$ cat config.mk
export PLATFORM = sky130hd
export DESIGN_NAME = debouncer_multi
export DESIGN_NICKNAME = d
export VERILOG_FILES = /design/src/rtl/debouncer_multi.sv
export SDC_FILE = /design/constraint.sdc
export NUM_CORES = 1
export LEC_CHECK = 0
export CORE_MARGIN = 4
export CORE_UTILIZATION = 35
export DETAILED_ROUTE_END_ITERATION = 8
export HOLD_SLACK_MARGIN = 0.03
export PLACE_DENSITY = 0.55
export SKIP_LAST_GASP = 1
export SYNTH_ARGS = -nofsm -noshare
export SYNTH_HDL_FRONTEND = slang
export SYNTH_SLANG_ARGS = --single-unit
$ cat constraint.sdc
create_clock -name clk -period 1.65 [get_ports clk]
set_clock_uncertainty 0.2 [all_clocks]
set_input_delay 0.4125 -clock clk [delete_from_list [all_inputs] [get_ports clk]]
set_output_delay 0.4125 -clock clk [all_outputs]
set_load 0.005 [all_outputs]
$ cat src/rtl/debouncer_multi.sv
`default_nettype none
// ============================================================================
// Module      : debouncer_multi
// Description : N_CH-channel input debouncer. Each channel has a two-flop
//               synchroniser and then one of two filters. Filter mode commits
//               a new level only after it has been stable for DEADZONE_CYCLES
//               cycles. Lockout mode commits at once and then ignores the
//               input for DEADZONE_CYCLES cycles. Each channel also gives
//               registered one-cycle rise and fall pulses and a busy flag.
// Revision    : 1.0 - initial release
// ============================================================================
module debouncer_multi #(
    parameter int              N_CH            = 4,
    parameter int              DEADZONE_CYCLES = 4,
    parameter int              MODE            = 0,
    parameter logic [N_CH-1:0] RESET_VAL       = '0
) (
    input  logic            clk,
    input  logic            i_reset,
    input  logic [N_CH-1:0] i_in,
    output logic [N_CH-1:0] o_out,
    output logic [N_CH-1:0] o_rise,
    output logic [N_CH-1:0] o_fall,
    output logic [N_CH-1:0] o_busy
);

    // The counter must be able to hold DEADZONE_CYCLES. The guard keeps the
    // width legal while the check below reports a bad parameter value.
    localparam int c_CNT_W = (DEADZONE_CYCLES < 1) ? 1 : $clog2(DEADZONE_CYCLES + 1);
    localparam logic [c_CNT_W-1:0] c_DZ    = c_CNT_W'(DEADZONE_CYCLES);
    localparam logic [c_CNT_W-1:0] c_DZ_M1 = c_CNT_W'(DEADZONE_CYCLES - 1);
    localparam logic [c_CNT_W-1:0] c_ONE   = c_CNT_W'(1);

    if (DEADZONE_CYCLES < 1) begin : g_bad_deadzone
        $error("debouncer_multi: DEADZONE_CYCLES must be >= 1");
    end

    if ((MODE != 0) && (MODE != 1)) begin : g_bad_mode
        $error("debouncer_multi: MODE must be 0 (filter) or 1 (lockout)");
    end

    logic [N_CH-1:0] r_s1;
    logic [N_CH-1:0] r_s2;

    // Two-stage synchroniser for all channels. Loading RESET_VAL keeps a
    // held input from looking like a change when reset is released.
    always_ff @(posedge clk) begin
        if (i_reset) begin
            r_s1 <= RESET_VAL;
            r_s2 <= RESET_VAL;
        end else begin
            r_s1 <= i_in;
            r_s2 <= r_s1;
        end
    end

    for (genvar i = 0; i < N_CH; i++) begin : g_ch
        logic [c_CNT_W-1:0] r_cnt;
        logic               r_out;
        logic               r_rise;
        logic               r_fall;

        if (MODE == 0) begin : g_filter
            // Filter: count consecutive cycles where s2 differs from the
            // committed level. Commit when the count reaches its limit. Any
            // return to the committed level restarts the count.
            always_ff @(posedge clk) begin
                if (i_reset) begin
                    r_out  <= RESET_VAL[i];
                    r_cnt  <= '0;
                    r_rise <= 1'b0;
                    r_fall <= 1'b0;
                end else begin
                    r_rise <= 1'b0;
                    r_fall <= 1'b0;
                    if (r_s2[i] == r_out) begin
                        r_cnt <= '0;
                    end else if (r_cnt == c_DZ_M1) begin
                        r_out  <= r_s2[i];
                        r_cnt  <= '0;
                        r_rise <= r_s2[i];
                        r_fall <= ~r_s2[i];
                    end else begin
                        r_cnt <= r_cnt + c_ONE;
                    end
                end
            end
        end else begin : g_lockout
            // Lockout: commit a difference at once, then run the dead-zone
            // countdown. The input is ignored until the countdown reaches 0.
            always_ff @(posedge clk) begin
                if (i_reset) begin
                    r_out  <= RESET_VAL[i];
                    r_cnt  <= '0;
                    r_rise <= 1'b0;
                    r_fall <= 1'b0;
                end else begin
                    r_rise <= 1'b0;
                    r_fall <= 1'b0;
                    if (r_cnt != '0) begin
                        r_cnt <= r_cnt - c_ONE;
                    end else if (r_s2[i] != r_out) begin
                        r_out  <= r_s2[i];
                        r_cnt  <= c_DZ;
                        r_rise <= r_s2[i];
                        r_fall <= ~r_s2[i];
                    end
                end
            end
        end

        assign o_out[i]  = r_out;
        assign o_rise[i] = r_rise;
        assign o_fall[i] = r_fall;
        assign o_busy[i] = (r_cnt != '0);
    end

endmodule
`default_nettype wire

======== After elaboration in Yosys (flattened, before gate mapping) ========
Cells that the tools add are included.
Widths: inputs -> output; s select.
word-level totals
  memories kept ........................... 0
  word-level logic and storage cells ...... 58
  output and inout port bits .............. 16
  bits in read-only memories .............. 0
  bits in latches ......................... 0
  bits in registers ....................... 32
  input port bits ......................... 6
  RAM bits ................................ 0
operators by class
  shift operators ......................... 0
  bitwise gates (word level) .............. 12
  magnitude comparators ................... 0
  equality and inequality tests ........... 8
  multiply operators ...................... 0
  divide/modulo/power cells ............... 0
  add/subtract/negate cells ............... 4
  muxes and demuxes ....................... 0
  reductions and logical operators ........ 16
operator list
  operator             number
  $reduce_or 3->1      8
  $add 3x1->3 const B  4
  $eq 3x2->1 const B   4
  $not 1->1            12
  $reduce_bool 3->1    4
  $reduce_and 2->1     4
  $eq 1x1->1           4

======== Logic depth before layout (Yosys ltp) ========
  depth in word-level cells ............... 3
  gate-level depth with buffers ........... 4

======== Worst setup path before layout ========
OpenSTA, ideal clock, no wires.
  path kind ............................... flip-flop to flip-flop
  start ................................... reg g_ch[0].r_cnt[0]
  end ..................................... reg g_ch[0].r_fall
  slack ................................... 0.382 ns
  setup time .............................. 0.117 ns
  data required time ...................... 1.333 ns
  stages on the path, launching flop included .. 4
  arrival ................................. 0.951 ns
  period minus slack after synthesis ...... 1.268 ns
  buffers on the path ..................... 0
  cells stage by stage .................... dfxtp_1 > ha_1 > ha_1 > and4bb_2
between the ends
  word-level cells in the longest chain between the ends .. 3
ends and longest elaborated chain
  element                           RTL line  text
  start: declaration                58        logic [c_CNT_W-1:0] r_cnt;
  start signal: assignment          84        r_cnt <= r_cnt + c_ONE;
  $eq 3x2->1                        78        end else if (r_cnt == c_DZ_M1) begin
  $not 1->1 (no source line)        -
  $reduce_or 3->1 (no source line)  -
  end signal: assignment            82        r_fall <= ~r_s2[i];
  end: declaration                  61        logic r_fall;
No other way between the ends.
A chain may end at the register's enable or synchronous reset.

======== Worst setup path after layout ========
  start ................................... reg g_ch[2].r_cnt[0]
  end ..................................... out o_busy[2]
between the ends
  word-level cells in the longest chain between the ends .. 1
ends and longest elaborated chain
  element                   RTL line  text
  start: declaration        58
  start signal: assignment  84
  $reduce_bool 3->1         115       assign o_busy[i] = (r_cnt != '0);
  end: declaration          24        output logic [N_CH-1:0] o_busy
No other way between the ends.

==> impl_metrics.toml <==
[clocking]
clk_pin_slew_ns = 0.06
cts.sinks = 32
cts_inserted_buffers = 5
clk_path_buf_depth = 2
cts_hold_buffers = 0
clock_latency_ns = 0.28
cts_root_buf = "clkbuf_8"
cts_tree = "built"
htree_levels = 2

[placed_design]
gp_congestion = 0.650
placed_area_sq_um = 1530
hpwlAfterDp_mm = 1.34
place_ws_ns = -0.0594
portBuffers = 21
dpl.cell_count = 174

[grt]
met2_usage_pct = 14.1
grt_overflow_total = 0
top_usage_layer = "met2"
grt_pass1_vias = 788
use_met1_pct = 9.38
grt_first_pass_wirelength_mm = 3.35
grt_use_met3_pct = 5.09
track_usage_pct = 8.90
antenna_found_initial = 0
grt_max_degree = 29

[drt]
firstDrtPassIters = 2
routed-via-count = 798
drt-initial-drc-count = 16
totalWireLength_mm = 1.93
drtAntennaViolNets = 0
viasPerCell = 4.31
wl_per_cell_um = 10.4
drc = 0

[synth]
netlist_area_sq_um = 1310
ys_types = 13
ys.warnings.count = 0
syn_inst = 115
avgSynthCellArea_sq_um = 11.4
syn_nets = 133
synth-seq-area-share_pct = 48.9
yosys_register_bits = 32

[floorplanning]
start_util_pct = 37.7
core-area_sq_um = 3470
dieHeight_um = 69.2
rows = 21
die-area_sq_um = 4780
pin_count = 22
die_w_um = 69.2

[cells_and_area]
final_cell_mix = "dfxtp_1, inv_1, dlygate4sd2_1, dfxtp_2, buf_4"
mostFrequentLayoutCell = "dfxtp_1"
syn_to_final_growth_pct = 26.3
drive_gt1_share_pct = 36.0
final_util_pct = 47.7
final_nets = 157
stdcell_count = 185
num_antenna_cells = 0
finish.instance_area_sq_um = 1650

[setup_path]
endpoint_kind = "primary output"
path_class = "flop to primary output"
crit_path_start_kind = "flop"
required_ns = 1.04
worst-path-max-fanout = 2
worstPathArrival_ns = 0.97

[timing]
final_max_slew_viol_count = 0
period_minus_slack_ns = 1.58
worst_pin_slew_ns = 0.318
maxSlewHeadroom_pct = 78.6
final.period_utilization_pct = 95.9
finalSetupViolations = 0
finalSetupTns_ns = 0
timing.fmax_mhz = 632
final_hold_viol_count = 0
fin_ws_ns = 0.0671
rsz0062_at_grt = "true"

[run_status]
status = "finished clean"

[hold_path]
hold_class = "flop to flop"

[job]
drv_cap = 0

[power]
vdd_drop_max_mv = 0.493
leakage_nw = 0.718
powerDensity_nw_per_um2 = 899
==> Yosys cell counts <==
cell type / n / area share [%]
dfxtp_1: 32 / 49
buf_4: 13 / 7.5
ha_1: 12 / 11
inv_1: 12 / 3.4
and4bb_2: 8 / 7.6
nor2b_1: 8 / 3.8
nor4_1: 8 / 3.8
mux2i_1: 4 / 3.1
nand2_1: 4 / 1.1
nor2_1: 4 / 1.1
nor4b_2: 4 / 4.6
xnor2_1: 4 / 2.7
buf_2: 2 / 0.76
==> metal layers <==
| layer | wire (um) | vias to the layer above |
|---|---|---|
| li1 | - | 421 |
| met1 | 854 | 359 |
| met5 | 0 | - |
| met2 | 933 | 14 |
| met4 | 40 | 0 |
| met3 | 104 | 4 |
==> worst max-delay path, cell delays in order, from the launching register on <==
cell     delay [ns]
dfxtp_2        0.32
inv_1          0.04
ha_1           0.18
nand2_1        0.05
buf_2          0.10
==> state kept, by name, indices dropped and copies added (netlist names) <==
register	count
g_ch.r_fall	4
r_s1	4
g_ch.r_cnt	12
g_ch.r_out	4
r_s2	4
g_ch.r_rise	4
==> report_power, final <==
group | leakage [nW] | internal [mW] | switching (mW) | total, mW
clock | 0.0503 | 0.371 | 0.262 | 0.633
sequential | 0.266 | 0.784 | 0.00606 | 0.790
combinational | 0.402 | 0.0380 | 0.0257 | 0.0637
total | 0.718 | 1.19 | 0.294 | 1.49
==> path summary, 6_finish.rpt <==
kind                            slack [ns]  cells after the start             start               end
worst min-delay path                  0.23                      1           r_s1[2]           r_s2[2]
worst min register to register        0.23                      1           r_s1[2]           r_s2[2]
worst max register to register        0.16                      4  g_ch[1].r_cnt[0]  g_ch[1].r_cnt[0]
worst max-delay path                  0.07                      4  g_ch[2].r_cnt[0]         o_busy[2]
==> stage by stage <==
stage / hold WS (ns) / power [mW]
CTS: 0.235 / 1.52
detailed placement: 0.220 / 0.875
floorplan: 0.214 / 0.840
global route: 0.256 / 1.55
global placement: 0.220 / 0.874
finish: 0.232 / 1.49
==> cell type report <==
| class | count | area (sq um) |
|---|---|---|
| Inverter | 12 | 45.0 |
| Multi-Input combinational cell | 56 | 526 |
| Tap cell | 46 | 57.6 |
| Sequential cell | 32 | 658 |
| Timing Repair Buffer | 32 | 270 |
| Clock buffer | 7 | 96.3 |
| Fill cell | 345 | 1820 |
==> cells by family (layout without fill, tap and decap cells) <==
family                     Yosys count  after routing  share of synthesized area [%]
and+or+nand+nor                     36             36                           22.2
DFF                                 32             32                           48.9
buffers and inverters               27             51                           11.7
adders and majority gates           12             12                           11.5
xor gates and xnor gates             4              4                           2.68
muxes                                4              4                           3.06
==> what timing repair did <==
action,CTS,global route
pin swaps,0,3
resized for setup,37,8
setup endpoints to repair,16,3
setup buffers,3,1
Power figures use the tool's default switching activity.
